### src/rtl/asc2hex_pkg.sv
// Shared ASCII constants and parser state encoding for the console hex parsers.
package asc2hex_pkg;

    localparam logic [7:0] ASCII_0     = 8'h30;
    localparam logic [7:0] ASCII_9     = 8'h39;
    localparam logic [7:0] ASCII_UA    = 8'h41;
    localparam logic [7:0] ASCII_UF    = 8'h46;
    localparam logic [7:0] ASCII_LA    = 8'h61;
    localparam logic [7:0] ASCII_LF    = 8'h66;
    localparam logic [7:0] ASCII_SP    = 8'h20;
    localparam logic [7:0] ASCII_CR    = 8'h0D;
    localparam logic [7:0] ASCII_NL    = 8'h0A;
    localparam logic [7:0] ASCII_COMMA = 8'h2C;

    typedef enum logic [1:0] {
        ST_IDLE  = 2'd0,
        ST_ACCUM = 2'd1,
        ST_SKIP  = 2'd2
    } state_e;

endpackage

### src/rtl/asc2hex_asc2nib.sv
// Combinational ASCII character classifier: hex nibble value, hex flag, delimiter flag.
module asc2nib
    import asc2hex_pkg::*;
(
    input  logic [7:0] din,
    output logic [3:0] nib,
    output logic       is_hex,
    output logic       is_delim
);

    logic is_dig;
    logic is_uc;
    logic is_lc;

    always_comb begin
        is_dig   = (din >= ASCII_0)  && (din <= ASCII_9);
        is_uc    = (din >= ASCII_UA) && (din <= ASCII_UF);
        is_lc    = (din >= ASCII_LA) && (din <= ASCII_LF);
        is_hex   = is_dig || is_uc || is_lc;
        is_delim = (din == ASCII_SP) || (din == ASCII_CR) ||
                   (din == ASCII_NL) || (din == ASCII_COMMA);
        nib = 4'd0;
        if (is_dig) begin
            nib = 4'(din - ASCII_0);
        end else if (is_uc) begin
            nib = 4'(din - ASCII_UA + 8'd10);
        end else if (is_lc) begin
            nib = 4'(din - ASCII_LA + 8'd10);
        end
    end

endmodule

### src/rtl/asc2hex.sv
// ASCII hex token parser: accumulates hex digits, emits value on a delimiter.
module asc2hex
    import asc2hex_pkg::*;
#(
    parameter int unsigned WIDTH = 8
) (
    input  logic                          clk,
    input  logic                          resetn,
    input  logic [7:0]                    din,
    input  logic                          din_valid,
    output logic [WIDTH-1:0]              dout,
    output logic                          dout_valid,
    output logic                          ovf,
    output logic [$clog2(WIDTH/4+1)-1:0]  ndig,
    output logic                          err
);

    localparam int unsigned NDIG = WIDTH / 4;
    localparam int unsigned CW   = $clog2(NDIG + 1);

    state_e           state_q, state_d;
    logic [WIDTH-1:0] acc_q, acc_d;
    logic [CW-1:0]    cnt_q, cnt_d;
    logic             ovf_flag_q, ovf_flag_d;
    logic [WIDTH-1:0] dout_q, dout_d;
    logic [CW-1:0]    ndig_q, ndig_d;
    logic             ovf_q, ovf_d;
    logic             dout_valid_q, dout_valid_d;
    logic             err_q, err_d;

    logic [3:0] nib;
    logic       is_hex;
    logic       is_delim;

    asc2nib u_asc2nib (
        .din      (din),
        .nib      (nib),
        .is_hex   (is_hex),
        .is_delim (is_delim)
    );

    always_ff @(posedge clk) begin
        if (!resetn) begin
            state_q      <= ST_IDLE;
            acc_q        <= '0;
            cnt_q        <= '0;
            ovf_flag_q   <= 1'b0;
            dout_q       <= '0;
            ndig_q       <= '0;
            ovf_q        <= 1'b0;
            dout_valid_q <= 1'b0;
            err_q        <= 1'b0;
        end else begin
            state_q      <= state_d;
            acc_q        <= acc_d;
            cnt_q        <= cnt_d;
            ovf_flag_q   <= ovf_flag_d;
            dout_q       <= dout_d;
            ndig_q       <= ndig_d;
            ovf_q        <= ovf_d;
            dout_valid_q <= dout_valid_d;
            err_q        <= err_d;
        end
    end

    // Shifting in at the bottom drops the oldest nibble, keeping the last NDIG digits.
    always_comb begin
        state_d      = state_q;
        acc_d        = acc_q;
        cnt_d        = cnt_q;
        ovf_flag_d   = ovf_flag_q;
        dout_d       = dout_q;
        ndig_d       = ndig_q;
        ovf_d        = ovf_q;
        dout_valid_d = 1'b0;
        err_d        = 1'b0;
        if (din_valid) begin
            case (state_q)
                ST_IDLE: begin
                    if (is_hex) begin
                        acc_d      = WIDTH'(nib);
                        cnt_d      = CW'(1);
                        ovf_flag_d = 1'b0;
                        state_d    = ST_ACCUM;
                    end else if (!is_delim) begin
                        err_d   = 1'b1;
                        state_d = ST_SKIP;
                    end
                end
                ST_ACCUM: begin
                    if (is_hex) begin
                        acc_d = WIDTH'({acc_q, nib});
                        if (cnt_q == CW'(NDIG)) begin
                            ovf_flag_d = 1'b1;
                        end else begin
                            cnt_d = cnt_q + CW'(1);
                        end
                    end else if (is_delim) begin
                        dout_d       = acc_q;
                        ndig_d       = cnt_q;
                        ovf_d        = ovf_flag_q;
                        dout_valid_d = 1'b1;
                        acc_d        = '0;
                        cnt_d        = '0;
                        ovf_flag_d   = 1'b0;
                        state_d      = ST_IDLE;
                    end else begin
                        err_d      = 1'b1;
                        acc_d      = '0;
                        cnt_d      = '0;
                        ovf_flag_d = 1'b0;
                        state_d    = ST_SKIP;
                    end
                end
                ST_SKIP: begin
                    if (is_delim) begin
                        state_d = ST_IDLE;
                    end
                end
                default: begin
                    state_d = ST_IDLE;
                end
            endcase
        end
    end

    assign dout       = dout_q;
    assign ndig       = ndig_q;
    assign ovf        = ovf_q;
    assign dout_valid = dout_valid_q;
    assign err        = err_q;

endmodule

### config.mk
export PLATFORM = sky130hd
export DESIGN_NAME = asc2hex
export DESIGN_NICKNAME = d
export VERILOG_FILES = /design/src/rtl/asc2hex_pkg.sv /design/src/rtl/asc2hex_asc2nib.sv /design/src/rtl/asc2hex.sv
export SDC_FILE = /design/constraint.sdc
export NUM_CORES = 1
export LEC_CHECK = 0
export ABC_AREA = 0
export BUFFER_PORTS_ARGS = -buffer_cell sky130_fd_sc_hd__buf_4
export CORE_MARGIN = 2
export CORE_UTILIZATION = 45
export CTS_CLUSTER_DIAMETER = 40
export DETAILED_ROUTE_END_ITERATION = 6
export PLACE_DENSITY = 0.67
export REMOVE_ABC_BUFFERS = 1
export SYNTH_ARGS = -nofsm -noshare
export SYNTH_HDL_FRONTEND = slang
export SYNTH_SLANG_ARGS = --single-unit
### constraint.sdc
create_clock -name clk -period 3.3 [get_ports clk]
set_input_delay 0.825 -clock clk [delete_from_list [all_inputs] [get_ports clk]]
set_output_delay 0.825 -clock clk [all_outputs]
set_load 0.02 [all_outputs]
==> summary.txt <==
Pwr
  – Maximum VDD drop: 0.3277 mV
  – Lkg Pwr: 0.6730 nW
  – Clock power frac: 0.367
  – Switching pwr: 130.2 uW
  – Internal: 465.6 uW
  – Comb pwr share: 0.093
  – P per Cell Area: 411.6 nW/um2
  – Sw Share: 0.2185
  – Overall power: 595.8 uW
  – Reg power frac: 0.541

Job
  – # Max-Cap Violations: 0

Floorplanning
  – Die Wd: 55.64 um
  – Die Ht: 55.64 um
  – Die ar.: 3095 um2
  – Core area: 2500 um2
  – Ports: 24
  – Rows: 18
  – Initial Util: 0.4800

Logic synthesis
  – Syn_area_per_cell: 9.523 um2
  – Synth warnings: 0
  – Ys flop type: dfxtp_1
  – Synth unique cells: 37
  – Post-synth EDFFs: 0
  – Cells after synthesis: 126
  – Yosys reg bits: 26
  – FFs w/ async S/R, synth: 0
  – Cell Area, Synth: 1200 um2
  – Seq/Total Area, Yosys: 0.4338

Drt
  – Post-DR vias/cell: 5.648
  – Vias: 1011
  – ANT nets after route: 0
  – Starting DRC count in detailed routing: 15
  – Drt wl/cell: 13.28 um
  – DRC Markers: 0
  – DR pass1 iterations: 4
  – Final WL: 2377 um

CTS
  – CTS tree: built
  – Max clock buf depth: 2
  – Post-CTS resize count: 0
  – TritonCTS Buffers: 3
  – CTS Hold Buffers Added: 0
  – Post CTS Setup Buffer Count: 0
  – Clock Latency Late Sink: 0.32 ns
  – Reg clk slew, reported paths: 0.14 ns
  – H-tree level count: 1
  – Clk root buf: clkbuf_4
  – # clock sinks: 26

Cells and area
  – Nets: 166
  – Area Overhead vs Synth: 20.65%
  – Design area: 1448 um2
  – ANT cells: 0
  – Share of layout cells above drive strength 1: 0.2081
  – Filler cells: 245

Worst setup path
  – WS Path Type: input port to flop
  – Crit-path cells: buf_4 -> inv_1 -> ha_1 -> nor3b_1 -> a311oi_4 -> o31ai_1 -> and2_1 -> a22o_1
  – Reg-to-reg slack, setup: 1.64 ns
  – Critical path launch point type: input port
  – Max stage delay on crit path: 0.66 ns
  – Slowest-stage cell, CP: o31ai_1
  – Worst-path fanout max: 7
  – CP Data Required Time: 3.58 ns
  – Data arrival, critical path: 2.95 ns
  – Crit. End Element: flop

Timing
  – Tcrit/Tclk final: 0.8103
  – Worst-Margin Slew: 0.7337 ns
  – Max Clock Freq: 374.0 MHz
  – Final hold vios: 0
  – Setup_tns: 0 ns
  – Endpoints failing setup: 0
  – Tmin final: 2.674 ns
  – Worst rel slew slack: 0.5067
  – Max Clock Skew: 0.004444 ns
  – RSZ-0062 raised after global routing: no
  – Pins Over Slew Limit: 0

Global routing
  – Grt total ovfl: 0
  – Antenna violations before repair: 0
  – First-pass GRT wire length: 3995 um
  – Largest net degree at the start of global routing: 19
  – GRT Resource Usage Total: 0.1594
  – Vias in the first global route: 911

Place
  – Post-DP HPWL: 1805 um
  – Placed inst area: 1395 um2
  – Port buffer count: 23
  – Routability cong.: 0.7856

Run status
  – Status: finished clean

Hold path
  – Worst min-delay path category: flop to flop
-- flip-flops by register name, summed over array words and instances (netlist names) --
signal      count
acc_q           8
err             1
dout_valid      1
dout            8
ovf_flag_q      1
state_q         2
ndig            2
cnt_q           2
ovf             1
-- power by group through the flow --
stage	Sequential, mW	Combinational [mW]	Clock, mW
2_1_floorplan	0.329	0.0298	0
3_3_place_gp	0.329	0.0537	0
3_5_place_dp	0.329	0.0556	0
4_1_cts	0.322	0.0556	0.221
5_1_grt	0.323	0.0615	0.232
6_report	0.322	0.0552	0.218
-- layout by cell type, fill, tap and decap left out, types with 2 or more instances in the layout --
master,Yosys,routed
dfxtp_1,26,26
buf_4,1,24
nor2_1,16,16
mux2i_1,12,12
a21oi_1,7,7
nand2_1,6,6
nor3_1,6,6
inv_1,5,5
ha_1,5,5
nor2b_1,3,3
a22o_1,3,3
clkbuf_4,0,3
nand4_1,2,2
nor3b_1,2,2
and2_1,2,2
o2bb2ai_1,2,2
a211oi_1,2,2
nand2b_1,2,2
o21ai_0,2,2
a2bb2oi_1,2,2
-- kinds of logic (layout without fill, tap and decap cells) --
| group | after synthesis | count (layout) | synth area share |
|---|---|---|---|
| multiplexers | 12 | 12 | 0.1001 |
| flip-flops | 26 | 26 | 0.4338 |
| XOR/XNOR | 1 | 1 | 0.007301 |
| adder cells (fa/ha/maj) | 5 | 5 | 0.05214 |
| AND/OR/NAND/NOR | 43 | 43 | 0.1846 |
| buffers and inverters | 11 | 34 | 0.03754 |
| AO/OA/AOI/OAI | 28 | 28 | 0.1846 |
-- final timing paths --
check / startpoint / depth (start not counted) / endpoint
max: din[0] / 8 / acc_q[5]
min: acc_q[6] / 2 / acc_q[6]
max reg2reg: state_q[0] / 3 / acc_q[5]
min reg2reg: acc_q[6] / 2 / acc_q[6]
-- through the flow --
| stage | util | hold WS [ns] | cells | worst slack (ns) |
|---|---|---|---|---|
| after floorplan | - | 0.4312 | 121 | 0.8084 |
| after global placement | 0.5581 | 0.4490 | 175 | 0.4209 |
| after detailed placement | 0.5581 | 0.4472 | 175 | 0.3090 |
| after CTS | 0.5791 | 0.4644 | 179 | 0.6439 |
| after global routing | 0.5791 | 0.4765 | 179 | 0.4343 |
| final | 0.5791 | 0.4623 | 179 | 0.6259 |
-- synth_stat cells (2+ instances only) --
cell / count / area (um2)
a211oi_1: 2 / 15.01
nor3_1: 6 / 30.03
nor2_1: 16 / 60.06
nor2b_1: 3 / 18.77
nand4_1: 2 / 12.51
and2_1: 2 / 12.51
inv_1: 5 / 18.77
nor3b_1: 2 / 15.01
o2bb2ai_1: 2 / 17.52
nand2b_1: 2 / 12.51
a2bb2oi_1: 2 / 17.52
dfxtp_1: 26 / 520.5
o21ai_0: 2 / 10.01
a21oi_1: 7 / 35.03
a22o_1: 3 / 26.28
clkbuf_1: 3 / 11.26
ha_1: 5 / 62.56
mux2i_1: 12 / 120.1
nand2_1: 6 / 22.52
-- area by class of cell --
cell class	count	area, um2	share of cell area
clock inverter	1	30.03	0.02074
tap	30	37.54	0.02593
clock buffer	3	22.52	0.01556
inverter	6	22.52	0.01556
timing repair buffer	24	180.2	0.1245
sequential	26	520.5	0.3596
multi-input combinational	89	634.4	0.4382
-- routing by layer --
layer,vias to the layer above,GRT usage,share of wire
met1,470,0.1968,0.45
met3,8,0.03721,0.061
li1,502,-,-
met2,31,0.2772,0.47
met5,-,0,0
met4,0,0.04181,0.018
-- critical path: cells and delay by family --
family                     cells  cell delay (ns)
and+or+nand+nor                2             0.78
buffers and inverters          2             0.22
adders and majority gates      1             0.18
AOI/OAI and AO/OA              3             0.94
No activity file was read; power rests on OpenSTA's default activity.
